## config.mk

```make
export PLATFORM = sky130hd
export DESIGN_NAME = csr_decoder
export DESIGN_NICKNAME = d
export VERILOG_FILES = /design/src/rtl/csr_decoder.sv
export SDC_FILE = /design/constraint.sdc
export NUM_CORES = 1
export LEC_CHECK = 0
export ABC_AREA = 1
export BUFFER_PORTS_ARGS = -buffer_cell sky130_fd_sc_hd__buf_2
export CAP_MARGIN = 10
export CORE_MARGIN = 5
export CORE_UTILIZATION = 55
export CTS_CLUSTER_SIZE = 28
export DETAILED_ROUTE_END_ITERATION = 8
export PLACE_DENSITY = 0.8
export SYNTH_ARGS = -nofsm -noshare
export SYNTH_HDL_FRONTEND = slang
export SYNTH_SLANG_ARGS = --single-unit
export TNS_END_PERCENT = 1
```

## constraint.sdc

```tcl
create_clock -name clk -period 14.2 [get_ports clk]
set_clock_uncertainty 0.1 [all_clocks]
set_input_delay 2.84 -clock clk [delete_from_list [all_inputs] [get_ports clk]]
set_output_delay 2.84 -clock clk [all_outputs]
set_load 0.02 [all_outputs]
```

## src/rtl/csr_decoder.sv

```systemverilog
// rtl/csr_decoder.sv - CSR to dense raster decoder: pointer load, entry merge, zero fill
module csr_decoder #(
  parameter int word_length        = 8,
  parameter int double_word_length = 16,
  parameter int col_length         = 8,
  parameter int image_size         = 28
) (
  input  logic                          clk,
  input  logic                          rst,
  input  logic                          start,
  input  logic                          ptr_valid,
  output logic                          ptr_ready,
  input  logic [double_word_length-1:0] ptr_data,
  input  logic                          ent_valid,
  output logic                          ent_ready,
  input  logic [col_length-1:0]         ent_col,
  input  logic [word_length-1:0]        ent_value,
  output logic                          out_valid,
  output logic [word_length-1:0]        data_out,
  output logic [col_length-1:0]         out_row,
  output logic [col_length-1:0]         out_col,
  output logic                          busy,
  output logic                          done,
  output logic                          err
);

  // Pointer RAM holds image_size+1 row pointers, indexed 0..image_size.
  localparam int PW = $clog2(image_size + 1);
  localparam logic [double_word_length-1:0] PIX_TOTAL = double_word_length'(image_size * image_size);
  localparam logic [col_length-1:0] LAST_IDX = col_length'(image_size - 1);
  localparam logic [col_length-1:0] EDGE_IDX = col_length'(image_size);
  localparam logic [PW-1:0] PTR_LAST = PW'(image_size);

  typedef enum logic [1:0] {
    IDLE     = 2'd0,
    LOAD_PTR = 2'd1,
    DECODE   = 2'd2
  } state_t;

  state_t state_q, state_d;

  logic [double_word_length-1:0] ptr_mem_q [0:image_size];
  logic                          ptr_we;

  logic [PW-1:0]                 p_q, p_d;
  logic [double_word_length-1:0] last_ptr_q, last_ptr_d;
  logic [col_length-1:0]         row_q, row_d;
  logic [col_length-1:0]         col_q, col_d;
  logic [double_word_length-1:0] k_q, k_d;
  logic                          err_q, err_d;
  logic                          done_q, done_d;
  logic                          out_valid_q, out_valid_d;
  logic [word_length-1:0]        data_out_q, data_out_d;
  logic [col_length-1:0]         out_row_q, out_row_d;
  logic [col_length-1:0]         out_col_q, out_col_d;

  logic [PW-1:0] nxt_idx;
  logic          pending;
  logic          hit;
  logic          bad;
  logic          emit;
  logic          last_pix;

  // Row r owns entries k in [ptr[r], ptr[r+1]); look up the end bound of the current row.
  assign nxt_idx  = PW'(row_q) + PW'(1);
  assign last_pix = (row_q == LAST_IDX) && (col_q == LAST_IDX);

  // Next-state, handshake and pixel decision logic for all three states.
  always_comb begin
    state_d     = state_q;
    p_d         = p_q;
    last_ptr_d  = last_ptr_q;
    row_d       = row_q;
    col_d       = col_q;
    k_d         = k_q;
    err_d       = err_q;
    done_d      = 1'b0;
    out_valid_d = 1'b0;
    data_out_d  = data_out_q;
    out_row_d   = out_row_q;
    out_col_d   = out_col_q;
    ptr_we      = 1'b0;
    ptr_ready   = 1'b0;
    ent_ready   = 1'b0;
    pending     = 1'b0;
    hit         = 1'b0;
    bad         = 1'b0;
    emit        = 1'b0;

    case (state_q)
      IDLE: begin
        if (start) begin
          state_d = LOAD_PTR;
          err_d   = 1'b0;
          p_d     = '0;
        end
      end

      LOAD_PTR: begin
        ptr_ready = 1'b1;
        if (ptr_valid) begin
          ptr_we     = 1'b1;
          p_d        = p_q + PW'(1);
          last_ptr_d = ptr_data;
          // Malformed pointer tables are flagged but loading carries on.
          if ((p_q == '0) && (ptr_data != '0)) err_d = 1'b1;
          if ((p_q != '0) && (ptr_data < last_ptr_q)) err_d = 1'b1;
          if ((p_q == PTR_LAST) && (ptr_data > PIX_TOTAL)) err_d = 1'b1;
          if (p_q == PTR_LAST) begin
            state_d = DECODE;
            row_d   = '0;
            col_d   = '0;
            k_d     = '0;
          end
        end
      end

      DECODE: begin
        pending = (k_q < ptr_mem_q[nxt_idx]);
        hit     = pending && ent_valid && (ent_col == col_q);
        bad     = pending && ent_valid && ((ent_col < col_q) || (ent_col >= EDGE_IDX));
        // Rows with nothing pending emit zeros regardless of ent_valid.
        emit    = !pending || ent_valid;
        ent_ready = hit || bad;
        if (hit || bad) k_d = k_q + double_word_length'(1);
        if (bad) err_d = 1'b1;
        if (emit) begin
          out_valid_d = 1'b1;
          data_out_d  = hit ? ent_value : '0;
          out_row_d   = row_q;
          out_col_d   = col_q;
          if (col_q == LAST_IDX) begin
            col_d = '0;
            row_d = row_q + col_length'(1);
          end else begin
            col_d = col_q + col_length'(1);
          end
          if (last_pix) begin
            state_d = IDLE;
            done_d  = 1'b1;
            if (k_d != ptr_mem_q[PTR_LAST]) err_d = 1'b1;
          end
        end
      end

      default: state_d = IDLE;
    endcase
  end

  // Pointer RAM write port; contents are only read after a full load, so no reset.
  always_ff @(posedge clk) begin
    if (ptr_we) ptr_mem_q[p_q] <= ptr_data;
  end

  // State, counters and registered outputs; reset aborts any frame in progress.
  always_ff @(posedge clk or posedge rst) begin
    if (rst) begin
      state_q     <= IDLE;
      p_q         <= '0;
      last_ptr_q  <= '0;
      row_q       <= '0;
      col_q       <= '0;
      k_q         <= '0;
      err_q       <= 1'b0;
      done_q      <= 1'b0;
      out_valid_q <= 1'b0;
      data_out_q  <= '0;
      out_row_q   <= '0;
      out_col_q   <= '0;
    end else begin
      state_q     <= state_d;
      p_q         <= p_d;
      last_ptr_q  <= last_ptr_d;
      row_q       <= row_d;
      col_q       <= col_d;
      k_q         <= k_d;
      err_q       <= err_d;
      done_q      <= done_d;
      out_valid_q <= out_valid_d;
      data_out_q  <= data_out_d;
      out_row_q   <= out_row_d;
      out_col_q   <= out_col_d;
    end
  end

  assign busy      = (state_q != IDLE);
  assign done      = done_q;
  assign err       = err_q;
  assign out_valid = out_valid_q;
  assign data_out  = data_out_q;
  assign out_row   = out_row_q;
  assign out_col   = out_col_q;

endmodule

```

==> flow_metrics.tcl, run 1 <==
set metrics [dict create \
    synth_flop_cell "edfxtp_1" \
    worst_pin_slew_ns 1.238 \
    cts_num_sinks 546 \
    drt_iter0_drc 2362 \
    synthesis.nets 2168 \
    stdcell_count 2715 \
    drtPass1Iterations 6 \
    nFillCells 3128 \
    wl_per_cell_um 23.37 \
    postSynthCellCount 2080 \
    io_pins 67 \
    yosys_warnings 0 \
    setup_viol 0 \
    startpoint_type "flip-flop" \
    multi_input_area_sq_um 6696 \
    power_leakage_uw 0.009669 \
    max_freq_mhz 100.9 \
    fin_tns_setup_ns 0 \
    area_growth_pct 11.45 \
    htreeDepth 2 \
    setup_ws_ns 4.292 \
    grt_pass1_wl_um 95850 \
    cap_violations 0 \
    fp.dieW_um 217.1 \
    dp_hpwl_um 36250 \
    cp.buffers_inverters 4 \
    dpl_worst_slack_ns 5.154 \
    hp-class "reg2reg" \
    grt_max_degree 227 \
    power_uw 4582 \
    yosysUniqueCellTypes 41 \
    critPathArrivalTime_ns 6.97 \
    cts_tree "yes" \
    syn_area_per_cell_sq_um 11.34 \
    power_density_nw_per_um2 174.2 \
    cts_buffers 53 \
    cp.required_ns 11.26 \
    synth-edff-count 464 \
    track_usage_pct 26.39 \
    slew_headroom_pct 17.45 \
    portBuffers 66 \
    final_cell_mix "edfxtp_1, o21ai_0, nor2_1, nand2_1, inv_1" \
    antenna_cells 0 \
    crit_path_frequent_cell "o21ai_0" \
    netlist_area_sq_um 23600 \
    die_height_um 217.1 \
    ir_drop_mv 0.1186 \
    outcome "finished clean" \
    remaining_drc_errors 0 \
    worst_path_max_delay_cell "buf_4" \
    ant_nets 0 \
    antenna_found_initial 1 \
    fin_crit_sh_pct 69.77 \
    clkTransAtPathRegs_ns 0.06 \
    rows 75 \
    slew_viol_final 0 \
    overflow 0 \
    worstPathCellList "buf_12 > ha_4 > inv_2 > buf_4 > o21ai_0 > o22ai_1 > o21ai_0 > o21ai_0 > o21ai_0 > ha_1 > a21oi_1 > nand3b_1 > a21oi_1 > a2111oi_2 > nand4_4 > a21oi_1 > buf_2" \
    initial_core_util_pct 55.88 \
    drive_gt1_share_pct 9.743 \
    die-area_sq_um 47140 \
    hold_viol 0 \
    dr_total_vias 17050 \
    cts-root-buf "clkbuf_16" \
    reg2reg_slack_ns 6.68 \
    cpPeakStageDelay_ns 0.91 \
    core_area_sq_um 42230 \
    cp-end-kind "primary output" \
    critPathMaxFanout 226 \
    post-cts-setup-buffer-count 0 \
    path_delay_family "compound AO/OA/AOI/OAI gates" \
    clock_path_buffers 3 \
    clk_latency_ns 0.61 \
    async_reset_ff_share_pct 15.02 \
    viasPerCell 6.281 \
    first_global_vias 16430 \
    critPathKind "reg2out" \
    rsz0062_at_grt "no" \
    seqCellArea_sq_um 15990 \
    yosysSeqAreaShare_pct 67.75 \
    cts_hold_buf 0 \
    period_minus_slack_ns 9.908 \
    cts_resized 0 \
    gp_congestion 0.9112 \
    final_nets 2223 \
    ys_seq_elements 546 \
    drt_wl_total_um 63440 \
    final_common_cell "edfxtp_1" \
    dp_cells 2618 \
    holdWs_ns 0.3780 \
]
final cells by class:
| type | instances | share of cell area [%] |
|---|---|---|
| tap | 539 | 2.565 |
| timing repair buffer | 113 | 2.722 |
| inverter | 136 | 1.965 |
| multi-input combinational | 1285 | 25.47 |
| clock buffer | 57 | 5.101 |
| clock inverter | 39 | 1.380 |
| sequential | 546 | 60.80 |
registers in the layout, summed over array words and instances, names as in the netlist:
| name | flops |
|---|---|
| out_valid | 1 |
| ptr_mem_q | 464 |
| col_q | 8 |
| row_q | 8 |
| data_out | 8 |
| k_q | 16 |
| p_q | 5 |
| state_q | 2 |
| out_row | 8 |
| out_col | 8 |
| err | 1 |
| done | 1 |
| last_ptr_q | 16 |
cell families after synthesis:
group	after synthesis	synth area share (%)
simple gates	688	12.10
flops	546	67.75
compound gates	535	12.83
buf+inv	249	4.115
fa+ha+maj	51	2.704
xor+xnor	11	0.5038
metrics by stage:
stage	util, %	area (sq um)
finish	62.27	26300
global route	62.27	26300
CTS	62.21	26270
detailed placement	58.17	24560
global placement	58.17	24560
floorplan	-	23600
report_power, final:
part           total (uW)  switching [uW]  leakage [uW]  internal, uW
Clock                1390             596      0.000847           791
Combinational        1300             919       0.00355           382
Sequential           1890            64.6       0.00528          1830
layer usage:
metal / track usage (%) / routed length, um
met5: 0 / 15
met4: 10.20 / 2493
met3: 6.142 / 7602
met2: 41.61 / 29440
met1: 36.17 / 23880
synthesized netlist by cell type (all sizes together), types with 2 or more instances:
library cell	n	area (sq um)
edfxtp	464	13930
o21ai	326	1632
nor2	300	1126
nand2	232	875.8
inv	135	506.7
nand3	115	580.6
clkbuf	99	371.6
o22ai	94	588.1
dfrtp	82	2052
ha	51	638.1
a21oi	42	210.2
o211ai	33	247.7
o221ai	31	271.5
nor3	16	80.08
nand4	15	123.9
buf	14	88.83
xor2	10	102.6
nor3b	4	30.03
a211oi	2	15.01
a21boi	2	15.02
nor4	2	12.51
or2	2	12.51
tightest hold or removal path: cells and delay by family, from the launching register on:
kind / cells / cell delay, ns
simple gates: 2 / 0.11
flops: 1 / 0.34
final timing paths:
| path | startpoint | end | depth (start not counted) |
|---|---|---|---|
| worst max register to register | row_q[0]$_DFFE_PP0P_ | err$_DFFE_PP0P_ | 27 |
| worst min-delay path | data_out[0]$_DFFE_PP0P_ | data_out[0]$_DFFE_PP0P_ | 2 |
| worst min register to register | data_out[0]$_DFFE_PP0P_ | data_out[0]$_DFFE_PP0P_ | 2 |
| worst max-delay path | row_q[0]$_DFFE_PP0P_ | ent_ready | 17 |
| max in group asynchronous | rst | row_q[0]$_DFFE_PP0P_ | 3 |
| min in group asynchronous | rst | last_ptr_q[1]$_DFFE_PP0P_ | 3 |
Power figures use the tool's default switching activity.
==> run 2, diff against run 1 <==
--- a/config.mk
+++ b/config.mk
@@ -12,7 +12,7 @@
 export CORE_UTILIZATION = 55
 export CTS_CLUSTER_SIZE = 28
 export DETAILED_ROUTE_END_ITERATION = 8
-export PLACE_DENSITY = 0.8
+export PLACE_DENSITY = 0.82
 export SYNTH_ARGS = -nofsm -noshare
 export SYNTH_HDL_FRONTEND = slang
 export SYNTH_SLANG_ARGS = --single-unit
==> constraint.sdc (replaced) <==
create_clock -name clk -period 9.03 [get_ports clk]
set_clock_uncertainty 0.1 [all_clocks]
set_input_delay 1.806 -clock clk [delete_from_list [all_inputs] [get_ports clk]]
set_output_delay 1.806 -clock clk [all_outputs]
set_load 0.02 [all_outputs]
==> run 2 against run 1 <==
Die area stayed put. Hold slack about the same. Register-to-register slack got worse by 4.4 ns. Count of clock-buffer cells in the layout is 10 higher. Utilization grew 0.23 points. First-iteration DRC count is 6.9% higher. Via count rose by 0.39%. Sequential cell count is the same. Cell area up 0.38%.
==> flow_metrics.tcl, run 2 (synthesis results as in run 1) <==
set metrics [dict create \
    portBuffers 66 \
    worst_pin_slew_ns 1.139 \
    reg2reg_slack_ns 2.27 \
    clkPwrFrac_pct 30.9 \
    final_nets 2228 \
    cp-end-kind "primary output" \
    initial_core_util_pct 55.88 \
    wl_per_cell_um 23.30 \
    antenna_found_initial 1 \
    critPathArrivalTime_ns 6.02 \
    dp_hpwl_um 37790 \
    fp.dieW_um 217.1 \
    clkTransAtPathRegs_ns 0.07 \
    grt_max_degree 109 \
    drt_wl_total_um 63470 \
    slew_headroom_pct 23.70 \
    cts_tree "yes" \
    use_met2_pct 42.73 \
    power_leakage_uw 0.009710 \
    power_density_nw_per_um2 276.5 \
    dpl_worst_slack_ns 1.896 \
    antenna_cells 0 \
    cts_resized 0 \
    overflow 0 \
    rsz0062_at_grt "no" \
    critPathMaxFanout 68 \
    drt_iter0_drc 2524 \
    ir_drop_mv 0.1774 \
    worstHoldEndpoint "data_out[1]$_DFFE_PP0P_" \
    startpoint_type "flip-flop" \
    hp-class "reg2reg" \
    cts-root-buf "clkbuf_16" \
    r2r-end "err$_DFFE_PP0P_" \
    power_uw 7298 \
    cts_buffers 53 \
    rows 75 \
    viasPerCell 6.284 \
    outcome "finished clean" \
    grt_pass1_wl_um 96320 \
    multi_input_area_sq_um 6699 \
    htreeDepth 2 \
    worstHoldPathCells 2 \
    reg_top3 "ptr_mem_q (464), k_q (16), last_ptr_q (16)" \
    cts_hold_buf 0 \
    setup_ws_ns 1.100 \
    fin_crit_sh_pct 87.82 \
    seqCellArea_sq_um 15990 \
    max_freq_mhz 126.1 \
    p_sw_share_pct 34.27 \
    final_common_cell "edfxtp_1" \
    post-route-util_pct 62.51 \
    gp_congestion 0.8836 \
    fin_tns_setup_ns 0 \
    area_growth_pct 11.87 \
    combPwrFrac_pct 28.1 \
    die_height_um 217.1 \
    remaining_drc_errors 0 \
    cts_num_sinks 546 \
    io_pins 67 \
    dr_total_vias 17120 \
    final_cell_mix "edfxtp_1, o21ai_0, nor2_1, nand2_1, inv_1" \
    reg2reg_from "row_q[0]$_DFFE_PP0P_" \
    hold_path_startpoint "data_out[1]$_DFFE_PP0P_" \
    final_area_sq_um 26400 \
    period_minus_slack_ns 7.930 \
    use_met1_pct 35.56 \
    met3_usage_pct 4.947 \
    post_dp_cell_area_sq_um 24600 \
    cp.required_ns 7.12 \
    internal_power_uw 4797 \
    largest_reg_flops 464 \
    setup_viol 0 \
    busiest_layer "met2" \
    track_usage_pct 26.39 \
    die-area_sq_um 47140 \
    first_global_vias 16540 \
    core_area_sq_um 42230 \
    ant_nets 0 \
    seq_power_share_pct 41.0 \
    drive_gt1_share_pct 10.02 \
    nFillCells 3109 \
    clk_latency_ns 0.61 \
    switching_power_uw 2501 \
    reg2reg_depth 26 \
    cap_violations 0 \
    regMostFlops "ptr_mem_q" \
    post-cts-setup-buffer-count 0 \
    critPathKind "reg2out" \
    drtPass1Iterations 6 \
    slew_viol_final 0 \
    clock_path_buffers 3 \
    hold_viol 0 \
]
[run 2: cell count changes in the layout (fill, tap and decap cells not counted), sizes merged]
cell	previous run	this run
clkbuf	57	67
clkinv	35	26
buf	113	118
bufinv	6	7
clkinvlp	0	1
inv	134	135
[run 2: how the worst max path moves through the flow]
stage / to / slack [ns] / depth (start not counted) / from
2_1_floorplan: ent_ready / 3.24 / 18 / row_q[0]$_DFFE_PP0P_
3_3_place_gp: ent_ready / 1.98 / 15 / row_q[0]$_DFFE_PP0P_
3_5_place_dp: ent_ready / 1.90 / 15 / row_q[0]$_DFFE_PP0P_
4_1_cts: ent_ready / 1.27 / 14 / row_q[0]$_DFFE_PP0P_
5_1_grt: ent_ready / 0.96 / 15 / row_q[0]$_DFFE_PP0P_
6_report: ent_ready / 1.10 / 15 / row_q[0]$_DFFE_PP0P_
[run 2: metal layers]
metal,wire (um),up-vias
met1,23980,8257
li1,-,7604
met2,29760,1089
met3,7022,166
met4,2701,2
met5,7,-
[run 2: critical path, stage by stage, from the launching register on]
cell	delay, ns
dfrtp_4	0.69
ha_4	0.88
inv_2	0.52
buf_4	0.35
o21ai_0	0.10
o22ai_1	0.11
o21ai_0	0.30
o21ai_0	0.20
o21ai_0	0.21
ha_1	0.27
a21oi_1	0.15
nor2_1	0.07
a2111oi_2	0.91
nand4_4	0.15
a21oi_1	0.26
buf_2	0.21
[run 2: layout make-up]
| type | count | share of cell area (%) |
|---|---|---|
| timing repair buffer | 118 | 2.854 |
| multi-input combinational | 1285 | 25.38 |
| inverter | 136 | 1.958 |
| sequential | 546 | 60.58 |
| clock inverter | 33 | 1.294 |
| clock buffer | 67 | 5.385 |
| tap | 539 | 2.555 |
[run 2: power groups by stage]
stage	clock network (uW)	logic, uW	registers, uW
finish	2260	2050	2990
global route	2390	2250	3000
CTS	2280	2010	2990
detailed placement	0	1980	3040
global placement	0	1900	3030
floorplan	0	1350	3010
[run 2: stage by stage]
step / hold slack, ns / instances
6_report: 0.3779 / 2724
5_1_grt: 0.3961 / 2724
4_1_cts: 0.3772 / 2723
3_5_place_dp: 0.3601 / 2623
3_3_place_gp: 0.3559 / 2623
2_1_floorplan: 0.3476 / 2080
==> run 3, diff against run 2 <==
--- a/config.mk
+++ b/config.mk
@@ -9,10 +9,11 @@
 export BUFFER_PORTS_ARGS = -buffer_cell sky130_fd_sc_hd__buf_2
 export CAP_MARGIN = 10
 export CORE_MARGIN = 5
-export CORE_UTILIZATION = 55
+export CORE_UTILIZATION = 56
+export CTS_BUF_LIST = sky130_fd_sc_hd__clkbuf_16
 export CTS_CLUSTER_SIZE = 28
 export DETAILED_ROUTE_END_ITERATION = 8
-export PLACE_DENSITY = 0.82
+export PLACE_DENSITY = 0.84
 export SYNTH_ARGS = -nofsm -noshare
 export SYNTH_HDL_FRONTEND = slang
 export SYNTH_SLANG_ARGS = --single-unit
==> run 3 against run 2 <==
Hold slack worse by 0.0053 ns. Sequential power hardly changed. Sequential share of layout area is 0.52 points higher. Fmax up 6.8%. Via count barely moved. Register-to-register slack improved by 0.39 ns. Critical path type unchanged. Largest cell class unchanged.
==> flow_metrics.tcl, run 3 (synthesis results as in run 1) <==
set metrics [dict create \
    grt_pass1_wl_um 90550 \
    ir_drop_mv 0.1860 \
    reg_top3 "ptr_mem_q (464), k_q (16), last_ptr_q (16)" \
    startpoint_type "flip-flop" \
    hp-class "reg2reg" \
    critPathArrivalTime_ns 5.52 \
    worst_pin_slew_ns 1.093 \
    drtPass1Iterations 6 \
    fin_tns_setup_ns 0 \
    outcome "finished clean" \
    power_density_nw_per_um2 267.7 \
    die-area_sq_um 46340 \
    drive_gt1_share_pct 9.432 \
    hold_viol 0 \
    holdWs_ns 0.3725 \
    max_freq_mhz 134.6 \
    io_pins 67 \
    setup_viol 0 \
    first_global_vias 16350 \
    critPathKind "reg2out" \
    regMostFlops "ptr_mem_q" \
    fp.dieW_um 215.3 \
    critPathMaxFanout 58 \
    wl_per_cell_um 22.02 \
    overflow 0 \
    largest_reg_flops 464 \
    power_uw 7005 \
    final_nets 2229 \
    rows 75 \
    period_minus_slack_ns 7.427 \
    initial_core_util_pct 56.38 \
    dr_total_vias 17100 \
    cp-end-kind "primary output" \
    cts_tree "yes" \
    reg2reg_slack_ns 2.66 \
    cts_resized 0 \
    htreeDepth 2 \
    worst_path_max_delay_cell "dfrtp_4" \
    die_height_um 215.3 \
    viasPerCell 6.278 \
    cpPeakStageDelay_ns 0.84 \
    cts_hold_buf 0 \
    worstPathCellList "ha_4 > inv_2 > buf_4 > buf_4 > o21ai_0 > o221ai_1 > o211ai_1 > nand3_1 > o21ai_0 > ha_1 > nand2_1 > nor2_1 > a2111oi_2 > nand4_4 > a21oi_1 > buf_2" \
    antenna_found_initial 6 \
    grt_max_degree 133 \
    portBuffers 66 \
    gp_congestion 0.9454 \
    drt_wl_total_um 59980 \
    clkTransAtPathRegs_ns 0.06 \
    post-cts-setup-buffer-count 0 \
    remaining_drc_errors 0 \
    track_usage_pct 25.03 \
    fin_crit_sh_pct 82.25 \
    cts-root-buf "clkbuf_16" \
    slew_headroom_pct 27.13 \
    power_leakage_uw 0.009660 \
    cap_violations 0 \
    slew_viol_final 0 \
    clk_latency_ns 0.59 \
    clock_path_buffers 3 \
    cts_buffers 51 \
    area_growth_pct 10.91 \
    ant_nets 0 \
    final_cell_mix "edfxtp_1, o21ai_0, nor2_1, nand2_1, inv_1" \
    dp_hpwl_um 36010 \
    cts_num_sinks 546 \
    core_area_sq_um 41850 \
    drt_iter0_drc 2167 \
    cp.required_ns 7.12 \
    final_common_cell "edfxtp_1" \
    rsz0062_at_grt "no" \
]
==> run 3: critical path: cells and delay by family (launching register included) <==
kind | cells | cell delay (ns)
buf+inv | 4 | 1.34
simple gates | 4 | 0.45
compound gates | 6 | 1.53
flops | 1 | 0.84
fa+ha+maj | 2 | 0.70
==> run 3: metal layers <==
metal	vias up	GRT usage [%]	wire, um
met5	-	0	34
met1	8166	31.99	21430
met4	6	13.53	3561
met3	227	4.897	6525
met2	1101	40.75	28420
li1	7601	-	-
==> run 3: layout make-up <==
| class | count | area, sq um |
|---|---|---|
| Sequential cell | 546 | 15990 |
| Fill cell | 3045 | 15680 |
| Multi-Input combinational cell | 1285 | 6691 |
| Clock buffer | 51 | 1276 |
| Timing Repair Buffer | 121 | 755.7 |
| Tap cell | 539 | 674.4 |
| Inverter | 136 | 516.7 |
| Clock inverter | 45 | 262.8 |
| Antenna cell | 1 | 2.502 |
==> run 3: path summary, 6_finish.rpt <==
path                                    startpoint                      end  depth (start not counted)
setup / recovery              row_q[0]$_DFFE_PP0P_                ent_ready                         16
hold / removal             data_out[7]$_DFFE_PP0P_  data_out[7]$_DFFE_PP0P_                          2
setup reg to reg              row_q[0]$_DFFE_PP0P_          err$_DFFE_PP0P_                         27
hold reg to reg            data_out[7]$_DFFE_PP0P_  data_out[7]$_DFFE_PP0P_                          2
max in group asynchronous                      rst     row_q[0]$_DFFE_PP0P_                          3
min in group asynchronous                      rst          err$_DFFE_PP0P_                          3
==> run 3: where the power goes <==
| group | switching [uW] | leakage, uW | internal, uW |
|---|---|---|---|
| Sequential | 118 | 0.00528 | 2880 |
| Combinational | 1420 | 0.00357 | 599 |
| Clock | 906 | 0.000811 | 1080 |
| Total | 2450 | 0.00966 | 4560 |
==> run 3: stage by stage <==
stage / cells / instance area, sq um / setup WS, ns / util (%)
global placement: 2627 / 24630 / 2.294 / 58.84
detailed placement: 2627 / 24630 / 2.261 / 58.84
finish: 2724 / 26170 / 1.603 / 62.53
CTS: 2723 / 26170 / 1.630 / 62.52
global route: 2723 / 26170 / 1.275 / 62.52
floorplan: 2080 / 23600 / 3.237 / -
